==> config.mk <==
export PLATFORM = sky130hd
export DESIGN_NAME = shift_add_mult
export DESIGN_NICKNAME = d
export VERILOG_FILES = /design/src/rtl/shift_add_mult_pkg.sv /design/src/rtl/shift_add_mult_cla_nbit.sv /design/src/rtl/shift_add_mult.sv
export SDC_FILE = /design/constraint.sdc
export NUM_CORES = 1
export LEC_CHECK = 0
export BUFFER_PORTS_ARGS = -buffer_cell sky130_fd_sc_hd__buf_4
export CAP_MARGIN = 20
export CORE_MARGIN = 2
export CORE_UTILIZATION = 60
export CTS_BUF_LIST = sky130_fd_sc_hd__clkbuf_8
export DETAILED_ROUTE_END_ITERATION = 8
export PLACE_DENSITY = 0.85
export SYNTH_ARGS = -nofsm -noshare
export SYNTH_HDL_FRONTEND = slang
export SYNTH_HIERARCHICAL = 1
export SYNTH_SLANG_ARGS = --single-unit
==> constraint.sdc <==
create_clock -name clk -period 4.8 [get_ports clk]
set_input_delay 0.96 -clock clk [delete_from_list [all_inputs] [get_ports clk]]
set_output_delay 0.96 -clock clk [all_outputs]
set_load 0.02 [all_outputs]
==> src/rtl/shift_add_mult_pkg.sv <==
// Shared definitions for the shift-and-add multiplier.
//   mul_state_t   : FSM state encoding (IDLE / RUN / DONE)
//   DEFAULT_WIDTH : default operand width; must be a multiple of 4
package shift_add_mult_pkg;

  localparam int DEFAULT_WIDTH = 16;

  typedef enum logic [1:0] {
    MUL_IDLE = 2'd0,
    MUL_RUN  = 2'd1,
    MUL_DONE = 2'd2
  } mul_state_t;

endpackage

==> src/rtl/shift_add_mult_cla_nbit.sv <==
// WIDTH-bit carry-lookahead adder built from cascaded 4-bit CLA slices.
// A second-level lookahead unit turns the slice group generate/propagate
// terms into the carry-in of every slice, so no carry ripples between slices.
//   a, b : addends (WIDTH bits)
//   cin  : carry-in
//   sum  : WIDTH-bit sum
//   cout : carry-out of the most significant slice
module cla_nbit #(
  parameter int WIDTH = 16
) (
  input  logic [WIDTH-1:0] a,
  input  logic [WIDTH-1:0] b,
  input  logic             cin,
  output logic [WIDTH-1:0] sum,
  output logic             cout
);

  localparam int NS = WIDTH / 4;

  logic [NS-1:0] grp_g;
  logic [NS-1:0] grp_p;
  logic [NS:0]   slice_c;
  logic          carry;

  for (genvar s = 0; s < NS; s++) begin : g_slice
    logic [3:0] gs;
    logic [3:0] ps;
    logic [3:0] c;

    assign gs = a[4*s +: 4] & b[4*s +: 4];
    assign ps = a[4*s +: 4] ^ b[4*s +: 4];

    assign c[0] = slice_c[s];
    assign c[1] = gs[0] | (ps[0] & c[0]);
    assign c[2] = gs[1] | (ps[1] & gs[0]) | (ps[1] & ps[0] & c[0]);
    assign c[3] = gs[2] | (ps[2] & gs[1]) | (ps[2] & ps[1] & gs[0])
                | (ps[2] & ps[1] & ps[0] & c[0]);

    assign sum[4*s +: 4] = ps ^ c;

    assign grp_g[s] = gs[3] | (ps[3] & gs[2]) | (ps[3] & ps[2] & gs[1])
                    | (ps[3] & ps[2] & ps[1] & gs[0]);
    assign grp_p[s] = &ps;
  end

  // Each slice carry is an independent sum-of-products over the group terms
  // and cin; the inner loop only flattens that expression.
  always_comb begin
    slice_c = '0;
    carry   = 1'b0;
    for (int s = 0; s <= NS; s++) begin
      carry = cin;
      for (int j = 0; j < s; j++) begin
        carry = grp_g[j] | (grp_p[j] & carry);
      end
      slice_c[s] = carry;
    end
  end

  assign cout = slice_c[NS];

endmodule

==> src/rtl/shift_add_mult.sv <==
// Iterative unsigned radix-2 shift-and-add multiplier.
//   clk     : rising-edge clock
//   rst     : synchronous active-high reset
//   start   : request a multiply; accepted in IDLE or DONE only
//   a, b    : multiplicand / multiplier, captured when start is accepted
//   busy    : high while iterating
//   done    : one-cycle pulse, product valid
//   product : 2*WIDTH-bit result, held until the next completed multiply
//
// state    | meaning
// ---------+-----------------------------------------------------------
// MUL_IDLE | waiting for start
// MUL_RUN  | one add/shift iteration per cycle, WIDTH iterations total
// MUL_DONE | product just loaded, done pulse; start may be accepted here
module shift_add_mult
  import shift_add_mult_pkg::*;
#(
  parameter int WIDTH = DEFAULT_WIDTH
) (
  input  logic               clk,
  input  logic               rst,
  input  logic               start,
  input  logic [WIDTH-1:0]   a,
  input  logic [WIDTH-1:0]   b,
  output logic               busy,
  output logic               done,
  output logic [2*WIDTH-1:0] product
);

  localparam int CNT_W = (WIDTH > 1) ? $clog2(WIDTH) : 1;
  localparam logic [CNT_W-1:0] CNT_LAST = CNT_W'(WIDTH - 1);

  mul_state_t         state;
  mul_state_t         state_nxt;
  logic [WIDTH-1:0]   mcand;
  logic [2*WIDTH-1:0] acc;
  logic [2*WIDTH-1:0] acc_nxt;
  logic [CNT_W-1:0]   cnt;
  logic [WIDTH-1:0]   addend;
  logic [WIDTH-1:0]   sum;
  logic               cout;
  logic               accept;
  logic               last_iter;

  // The adder sees the upper accumulator half every cycle; only RUN uses it.
  assign addend = acc[0] ? mcand : '0;

  cla_nbit #(
    .WIDTH (WIDTH)
  ) u_cla (
    .a    (acc[2*WIDTH-1:WIDTH]),
    .b    (addend),
    .cin  (1'b0),
    .sum  (sum),
    .cout (cout)
  );

  // Shifting the carry-out in keeps the full WIDTH+1-bit partial sum.
  assign acc_nxt   = {cout, sum, acc[WIDTH-1:1]};
  assign accept    = start && ((state == MUL_IDLE) || (state == MUL_DONE));
  assign last_iter = (state == MUL_RUN) && (cnt == CNT_LAST);

  always_comb begin
    state_nxt = state;
    case (state)
      MUL_IDLE: if (start) state_nxt = MUL_RUN;
      MUL_RUN:  if (cnt == CNT_LAST) state_nxt = MUL_DONE;
      MUL_DONE: state_nxt = start ? MUL_RUN : MUL_IDLE;
      default:  state_nxt = MUL_IDLE;
    endcase
  end

  always_ff @(posedge clk) begin
    if (rst) begin
      state <= MUL_IDLE;
    end else begin
      state <= state_nxt;
    end
  end

  always_ff @(posedge clk) begin
    if (rst) begin
      mcand   <= '0;
      acc     <= '0;
      cnt     <= '0;
      product <= '0;
    end else if (accept) begin
      mcand <= a;
      acc   <= {{WIDTH{1'b0}}, b};
      cnt   <= '0;
    end else if (state == MUL_RUN) begin
      acc <= acc_nxt;
      cnt <= cnt + CNT_W'(1);
      if (last_iter) begin
        product <= acc_nxt;
      end
    end
  end

  // Decoded straight from the state register: no input-to-output path,
  // and busy/done are mutually exclusive by construction.
  assign busy = (state == MUL_RUN);
  assign done = (state == MUL_DONE);

endmodule

==> results of run 1 <==
## power breakdown
part | switching, mW | internal [mW] | total (mW)
combinational | 0.0864 | 0.0521 | 0.138
sequential | 0.0163 | 0.737 | 0.754
clock | 0.258 | 0.359 | 0.617
## registers in the layout, indices dropped and copies added, names as in the netlist
name,cells
acc,32
product,32
mcand,16
state,2
cnt,4
## logic make-up after synthesis
group,synth area share (%)
DFF,41.60
adders and majority gates,7.074
buffers and inverters,8.494
muxes,0.4837
AOI/OAI and AO/OA,21.07
and+or+nand+nor,18.44
xor gates and xnor gates,2.751
other,0.09060
## per-layer routing
layer | GRT usage, % | share of wire, %
met3 | 3.128 | 4.9
met2 | 39.90 | 48
met1 | 33.25 | 44
met5 | 0 | 0
met4 | 13.78 | 3.1
## metrics by stage
stage / hold WS [ns] / instances / power (mW) / worst slack (ns) / utilization, %
global placement: 0.4434 / 614 / 0.9020 / 1.740 / 67.93
finish: 0.4540 / 631 / 1.510 / 1.593 / 71.92
CTS: 0.4561 / 630 / 1.517 / 1.598 / 71.62
detailed placement: 0.4443 / 614 / 0.9067 / 1.636 / 67.93
global route: 0.4771 / 631 / 1.570 / 1.350 / 71.92
floorplan: 0.4317 / 504 / 0.8691 / 1.936 / -
## worst reg2reg max path, cell delays in order, from the launching register on
cell	delay [ns]
dfxtp_1	0.64
and2_1	0.21
ha_1	0.27
a21o_1	0.22
a31o_1	0.23
nand3b_4	0.15
o21ai_2	0.23
inv_1	0.09
fa_1	0.38
xor2_1	0.19
inv_1	0.05
or3_1	0.36
a21oi_1	0.11
## cell type report
type                            count  area share [%]
Inverter                           40           3.107
Sequential cell                    86           35.63
Clock buffer                       10           2.848
Timing Repair Buffer               70           11.13
Multi-Input combinational cell    339           42.93
Tap cell                           80           2.071
Clock inverter                      6           2.279
## cells in the final DEF, fill, tap and decap left out, types with 2 or more instances in the layout
master | Yosys | final
or3_1 | 33 | 33
fa_1 | 4 | 4
xor2_1 | 7 | 7
nor2_1 | 8 | 8
xnor2_1 | 6 | 6
o22ai_1 | 16 | 16
clkbuf_8 | 0 | 10
o21ai_0 | 36 | 36
buf_4 | 1 | 69
a21o_1 | 5 | 5
nand2b_2 | 0 | 2
nand3_1 | 3 | 3
ha_1 | 17 | 17
and2_1 | 16 | 16
inv_1 | 40 | 41
a21oi_1 | 72 | 72
nand2_1 | 69 | 69
nor2b_1 | 2 | 2
mux2i_1 | 2 | 2
nand2b_1 | 4 | 2
nand3b_1 | 2 | 2
bufinv_16 | 0 | 3
and2b_1 | 2 | 2
conb_1 | 1 | 2
nor3_1 | 3 | 3
a311oi_1 | 15 | 15
dfxtp_1 | 86 | 86
## worst min path at each step
stage                     slack (ns)  startpoint  depth (start not counted)         to
final                           0.45    mcand[6]                          2   mcand[6]
after global routing            0.48    mcand[8]                          2   mcand[8]
after CTS                       0.46   mcand[13]                          2  mcand[13]
after detailed placement        0.44   mcand[13]                          2  mcand[13]
after floorplan                 0.43    mcand[0]                          2   mcand[0]
after global placement          0.44    mcand[6]                          2   mcand[6]
==> results.cfg, run 1 <==
[outcome]
status = completed

[yosys]
post_synth.cell_area_avg_um2 = 8.229
synth-edff-count = 0
synth_commonest_cells = dfxtp_1, a21oi_1, nand2_1
synth_cell_types = 43
synthTopCellsByArea = dfxtp_1, a21oi_1, nand2_1
synth_area_um2 = 4139
synthArstFlopShare_pct = 0
yosys_warnings = 6
yosys.area.top_type = dfxtp_1
post-synth-top-count-cell = dfxtp_1
synth_seq_area_share_pct = 41.60
ys_ff_latch = 86
yosys_most_used_dff = dfxtp_1
synth.top_cell.area_share_pct = 41.60
synthCells = 503

[place]
post_dp_cell_area_um2 = 4564
port_buffers = 68
gp_congestion = 0.8870
detailed_place_hpwl_mm = 5.907

[worst_hold_path]
worstHoldPathType = reg2reg

[cells_and_area]
nets = 602
final.fill_count = 522
n_antenna_cell = 0
syn2layout_area_growth_pct = 16.75
multi_input_area_um2 = 2074
drive_gt1_share_pct = 17.06
regArea_um2 = 1722
stdcell_area_um2 = 4832

[worst_setup_path]
critPathRequiredTime_ns = 5.08
cp.arrival_ns = 3.49
critical-path-top-delay-family = compound AO/OA/AOI/OAI gates
crit_type = reg2reg
cp-startpoint = acc[0]
r2r_end = product[28]
critPathMaxStageDelay_ns = 0.64
end_kind = flop
path_buf_inv = 2
r2r-start = acc[0]
reg2reg_depth = 12
path_depth = 12
worst-path-max-fanout = 17
r2r_slack_ns = 1.59
crit_end = product[28]
slowest_stage = dfxtp_1
cp_common_cell = inv_1
path_cells = and2_1 > ha_1 > a21o_1 > a31o_1 > nand3b_4 > o21ai_2 > inv_1 > fa_1 > xor2_1 > inv_1 > or3_1 > a21oi_1
critPathLaunchType = flop

[clocking]
cts_num_sinks = 86
cts.clk_slew.worst_paths_ns = 0.08
cts_root_buffer = clkbuf_8
cts_tree = built
cts_resized = 0
cts_setup_buffers = 0
numCtsBuffers = 9
hold_buffers = 0
cts.htree.levels = 3
cts_buffer_depth = 2
insertion_delay_ns = 0.35

[drt]
drc = 0
vias_per_cell = 5.769
wl_per_cell_um = 14.54
drt_iter0_drc = 246
totalWireLength_mm = 9.177
vias = 3640
antenna_left = 0
drtPass1Iterations = 5

[die]
die_w_um = 87.06
initial_utilization_pct = 61.60
die_h_um = 87.06
io-pin-count = 69
core_area_um2 = 6719
num_rows = 30
die_area_um2 = 7579

[sta]
slew_headroom_pct = 36.77
tns_ns = 0
finalCritPeriodShare_pct = 66.82
grt_setup_unrepaired = false
finClkSkew_ns = 0.007935
finalMaxSlewViolations = 0
max_freq_mhz = 311.8
period_minus_slack_ns = 3.207
hold_violations = 0
tightest_slew_ns = 0.9485
setup_viol = 0

[power_and_ir_drop]
powerDensity_nw_per_um2 = 312.4
power.leakage_nw = 1.994
ir_worst_vdd_mv = 0.1880

[grt]
grt_usage_pct = 25.13
grt_antenna_before_repair = 0
grt_pass1_vias = 3407
grt_max_degree = 116
grt_first_pass_wirelength_mm = 15.15
overflow = 0

[job]
cap_violations = 0
No activity file was read; power rests on OpenSTA's default activity.
==> run 2, diff against run 1 <==
CORE_UTILIZATION = 53   (was 60)
PLACE_DENSITY = 0.8   (was 0.85)
clock period = 2.9 ns   (was 4.8 ns; I/O delays follow)
==> run 2 against run 1 <==
Effect of this change: non-clock buffer count rose by 8; largest power group unchanged; final area rose by 1.6%; clock skew rose by 0.0035 ns; maximum frequency rose by 16%; global-route usage fell by 3.0 points; highest routed layer unchanged; power rose by 59%; routed wire length rose by 2.4%; critical path depth did not move; die area rose by 13%; core utilization fell by 7.7 points.
==> results.cfg, run 2 (synthesized netlist as in run 1, its figures left out) <==
[outcome]
status = completed

[sta]
finalCritPeriodShare_pct = 95.58
max_freq_mhz = 360.8
setup_viol = 0
finalMaxSlewViolations = 0
finClkSkew_ns = 0.01140
tightest_slew_ns = 0.9488
worst_slack_ns = 0.1283
period_minus_slack_ns = 2.772
slew_headroom_pct = 36.75
hold_violations = 0

[grt]
grt_first_pass_wirelength_mm = 15.15
grt_usage_pct = 22.17
grt_antenna_before_repair = 0
grt_pass1_vias = 3378
grt_max_degree = 116
overflow = 0

[clocking]
cts_buffer_depth = 2
hold_buffers = 0
insertion_delay_ns = 0.38
cts.clk_slew.worst_paths_ns = 0.09
cts_root_buffer = clkbuf_8
numCtsBuffers = 9
cts_num_sinks = 86
cts.htree.levels = 3
cts_tree = built

[place]
gp_congestion = 0.8030
port_buffers = 68
post-place-ws_ns = 0.0007978
post-place-cells = 643
detailed_place_hpwl_mm = 5.960

[worst_setup_path]
path_cells = buf_4 > and2_1 > ha_1 > a21o_1 > a31o_1 > nand3b_4 > o21ai_4 > inv_1 > fa_2 > inv_1 > or3_1 > a21oi_1
slowest_stage = fa_2
path_buf_inv = 3
crit_type = reg2reg
cp_common_cell = inv_1
end_kind = flop
r2r_end = product[27]
r2r_slack_ns = 0.13
cp.arrival_ns = 3.08
critPathRequiredTime_ns = 3.21
critical-path-top-delay-family = adder cells
r2r-start = acc[0]
critPathLaunchType = flop
worst-path-max-fanout = 10
reg2reg_depth = 12
critPathMaxStageDelay_ns = 0.53

[worst_hold_path]
worstHoldPathType = in2reg
whs_endpoint = mcand[5]
hold_start = a[5]
holdPathStages = 3

[die]
core_area_um2 = 7647
initial_utilization_pct = 54.12
io-pin-count = 69
die_w_um = 92.37
die_h_um = 92.37
die_area_um2 = 8532
num_rows = 32

[power_and_ir_drop]
power.leakage_nw = 2.004
power.total_mw = 2.398
powerDensity_nw_per_um2 = 488.6
ir_worst_vdd_mv = 0.2859

[drt]
antenna_left = 0
drt_iter0_drc = 153
vias = 3598
drtPass1Iterations = 4
wl_per_cell_um = 14.22
drc = 0
vias_per_cell = 5.443
totalWireLength_mm = 9.401

[cells_and_area]
largest_registers = acc: 32 flops, product: 32 flops, mcand: 16 flops
syn2layout_area_growth_pct = 18.56
final_common_cell = dfxtp_1
nets = 610
final_util_pct = 64.17
finalNonFillerCells = 661
final_cell_mix = dfxtp_1, buf_4, a21oi_1
final.fill_count = 695
n_antenna_cell = 0
drive_gt1_share_pct = 19.32

[job]
cap_violations = 0
-- run 2: worst max path at each step --
stage                     startpoint          end  slack, ns  depth (start not counted)
after floorplan               acc[0]  product[28]       0.04                         13
after global placement        acc[0]  product[28]       0.08                         12
after detailed placement      acc[0]  product[24]     0.0008                         12
after CTS                     acc[0]  product[28]       0.06                         13
after global routing          acc[0]  product[30]      -0.03                         11
final                         acc[0]  product[27]       0.13                         12
-- run 2: layout make-up --
cell class	count	area [um^2]	area share (%)
sequential	86	1725	35.16
clock buffer	9	123.9	2.524
inverter	40	150.1	3.060
multi-input combinational	339	2108	42.96
timing repair buffer	78	585.6	11.93
tap	102	127.6	2.601
clock inverter	7	86.33	1.759
-- run 2: power by group --
part / switching [mW] / leakage (nW) / internal (mW) / total, mW
Sequential: 0.0258 / 0.700 / 1.22 / 1.25
Clock: 0.488 / 0.105 / 0.419 / 0.907
Combinational: 0.149 / 1.20 / 0.0947 / 0.243
-- run 2: per-layer routing --
metal | track usage (%) | vias to the layer above | part of all wire, %
met1 | 27.28 | 1672 | 44
met4 | 10.20 | 0 | 2.2
met5 | 0 | - | 0
li1 | - | 1829 | -
met2 | 37.59 | 80 | 49
met3 | 4.150 | 17 | 4.6
-- run 2: through the flow --
stage	instance area, um^2	TNS, ns	hold slack [ns]
after floorplan	4143	0	0.4317
after global placement	4644	0	0.4471
after detailed placement	4644	0	0.4515
after CTS	4856	0	0.4417
after global routing	4907	-0.05598	0.4615
final	4907	0	0.4501
-- run 2: what timing repair did --
item / CTS / global route
gates resized for setup: 1 / 6
setup endpoints to repair: 3 / 3
setup buffers: 0 / 2
pin swaps: 0 / 2
-- run 2: tightest hold or removal path, delay by kind of cell --
kind | cells | cell delay [ns]
buffers and inverters | 1 | 0.10
AO/OA/AOI/OAI | 1 | 0.05
AND/OR/NAND/NOR | 1 | 0.04
==> run 3, diff against run 2 <==
PLACE_DENSITY = 0.79   (was 0.8)
==> run 3 against run 2 <==
Effect of this change: via count fell by 1.7%; die area did not move; non-clock buffer count up 2; clock skew up 0.0015 ns; register-to-register slack worse by 0.03 ns; final cell count is 0.30% higher; clock power up 9.6%; critical path depth grew 1; highest routed layer unchanged.
==> results.cfg, run 3 (synthesized netlist as in run 1, its figures left out) <==
[clocking]
hold_buffers = 0
cts_buffer_depth = 2
cts_num_sinks = 86
insertion_delay_ns = 0.36
cts.htree.levels = 3
cts_tree = built
cts.clk_slew.worst_paths_ns = 0.09
cts_root_buffer = clkbuf_8
numCtsBuffers = 9

[worst_setup_path]
critPathLaunchType = flop
end_kind = flop
crit_type = reg2reg
critPathRequiredTime_ns = 3.20
cp.arrival_ns = 3.10
worst-path-max-fanout = 9

[grt]
grt_antenna_before_repair = 0
grt_max_degree = 67
grt_first_pass_wirelength_mm = 15.43
grt_pass1_vias = 3417
grt_usage_pct = 22.03
overflow = 0

[drt]
drt_iter0_drc = 155
totalWireLength_mm = 9.075
drc = 0
wl_per_cell_um = 13.69
vias_per_cell = 5.333
antenna_left = 0
vias = 3536
drtPass1Iterations = 4

[cells_and_area]
final_common_cell = dfxtp_1
drive_gt1_share_pct = 20.50
finalNonFillerCells = 663
nets = 612
n_antenna_cell = 0
final_cell_mix = dfxtp_1, buf_4, a21oi_1, nand2_1, inv_1
largest_registers = acc: 32 flops, product: 32 flops, mcand: 16 flops
syn2layout_area_growth_pct = 20.34

[power_and_ir_drop]
internal_power_mw = 1.843
ir_worst_vdd_mv = 0.2726
power_frac_comb_pct = 9.8
power.leakage_nw = 2.039
p_clk_share_pct = 40.0
p_switching_mw = 0.6421
sequentialPowerShare_pct = 50.2
swShare_pct = 25.83
powerDensity_nw_per_um2 = 499.0

[sta]
finalMaxSlewViolations = 0
grt_setup_unrepaired = false
whs_ns = 0.4545
finClkSkew_ns = 0.01294
max_freq_mhz = 356.7
tightest_slew_ns = 0.8540
finalCritPeriodShare_pct = 96.67
period_minus_slack_ns = 2.804
setup_viol = 0
slew_headroom_pct = 43.06
hold_violations = 0

[die]
num_rows = 32
die_h_um = 92.37
die_area_um2 = 8532
die_w_um = 92.37
core_area_um2 = 7647
io-pin-count = 69
initial_utilization_pct = 54.12

[job]
cap_violations = 0

[place]
post-place-cells = 645
gp_congestion = 0.8264
detailed_place_hpwl_mm = 6.020
port_buffers = 68

[worst_hold_path]
worstHoldPathType = in2reg

[outcome]
status = completed
==> run 3: cell count changes in the layout (fill, tap and decap cells not counted), sizes merged <==
cell	change
buf	+2
bufinv	+1
clkbuf	+1
clkinvlp	-1
inv	-1
==> run 3: routing by layer <==
metal  part of all wire (%)  GRT usage (%)  vias up  routed length, um
met5                      0              0        -                  0
met4                    2.1          7.587        0                188
met3                    3.5          4.231       15                315
met2                     47          37.77       62               4280
met1                     47          27.75     1642               4291
li1                       -              -     1817                  -
==> run 3: worst max-delay path, cell delays in order, from the launching register on <==
cell and delay, ns:
dfxtp_4 0.38, buf_4 0.15, and2_1 0.17, ha_1 0.19, a21o_1 0.17, a31o_1 0.24
nand3b_4 0.16, o21ai_4 0.15, inv_1 0.07, fa_2 0.35, xor2_2 0.14, inv_1 0.05
or3_1 0.38, a21oi_2 0.12
==> run 3: what timing repair did <==
| action | 4_1_cts | 5_1_grt |
|---|---|---|
| endpoints found under the setup margin | 3 | 3 |
| resized for setup | 1 | 13 |
| buffers inserted | 0 | 2 |
| pin swaps | 0 | 2 |
| endpoints found under the hold margin | 0 | 0 |
==> run 3: final timing paths <==
kind | from | end | slack [ns] | cells after the start
worst max-delay path | acc[0] | product[28] | 0.1 | 13
worst min-delay path | a[8] | mcand[8] | 0.45 | 3
worst max register to register | acc[0] | product[28] | 0.1 | 13
worst min register to register | mcand[8] | mcand[8] | 0.46 | 2
==> run 3: area by class of cell <==
class                   count  area (um^2)
inverters                  40        150.1
flip-flops and latches     86         1725
fillers                   650         2666
multi-input cells         339         2138
well taps                 102        127.6
clock inverters             6        97.59
clock buffers              10        137.6
repair buffers             80        604.3
==> run 3: through the flow <==
step	setup TNS (ns)	setup slack [ns]	power (mW)	instance area [um^2]	util [%]
global placement	0	0.06913	1.504	4664	60.99
CTS	0	0.04761	2.497	4901	64.09
detailed placement	-0.01466	-0.008989	1.512	4664	60.99
finish	0	0.09647	2.485	4981	65.13
global route	0	0.00006928	2.578	4981	65.13
floorplan	0	0.03638	1.438	4143	-
==> run 3: power groups by stage <==
| stage | Combinational [mW] | Sequential [mW] | Clock, mW |
|---|---|---|---|
| after CTS | 0.238 | 1.25 | 1.01 |
| final | 0.244 | 1.25 | 0.994 |
| after floorplan | 0.174 | 1.26 | 0 |
| after detailed placement | 0.236 | 1.28 | 0 |
| after global routing | 0.276 | 1.25 | 1.05 |
| after global placement | 0.230 | 1.27 | 0 |
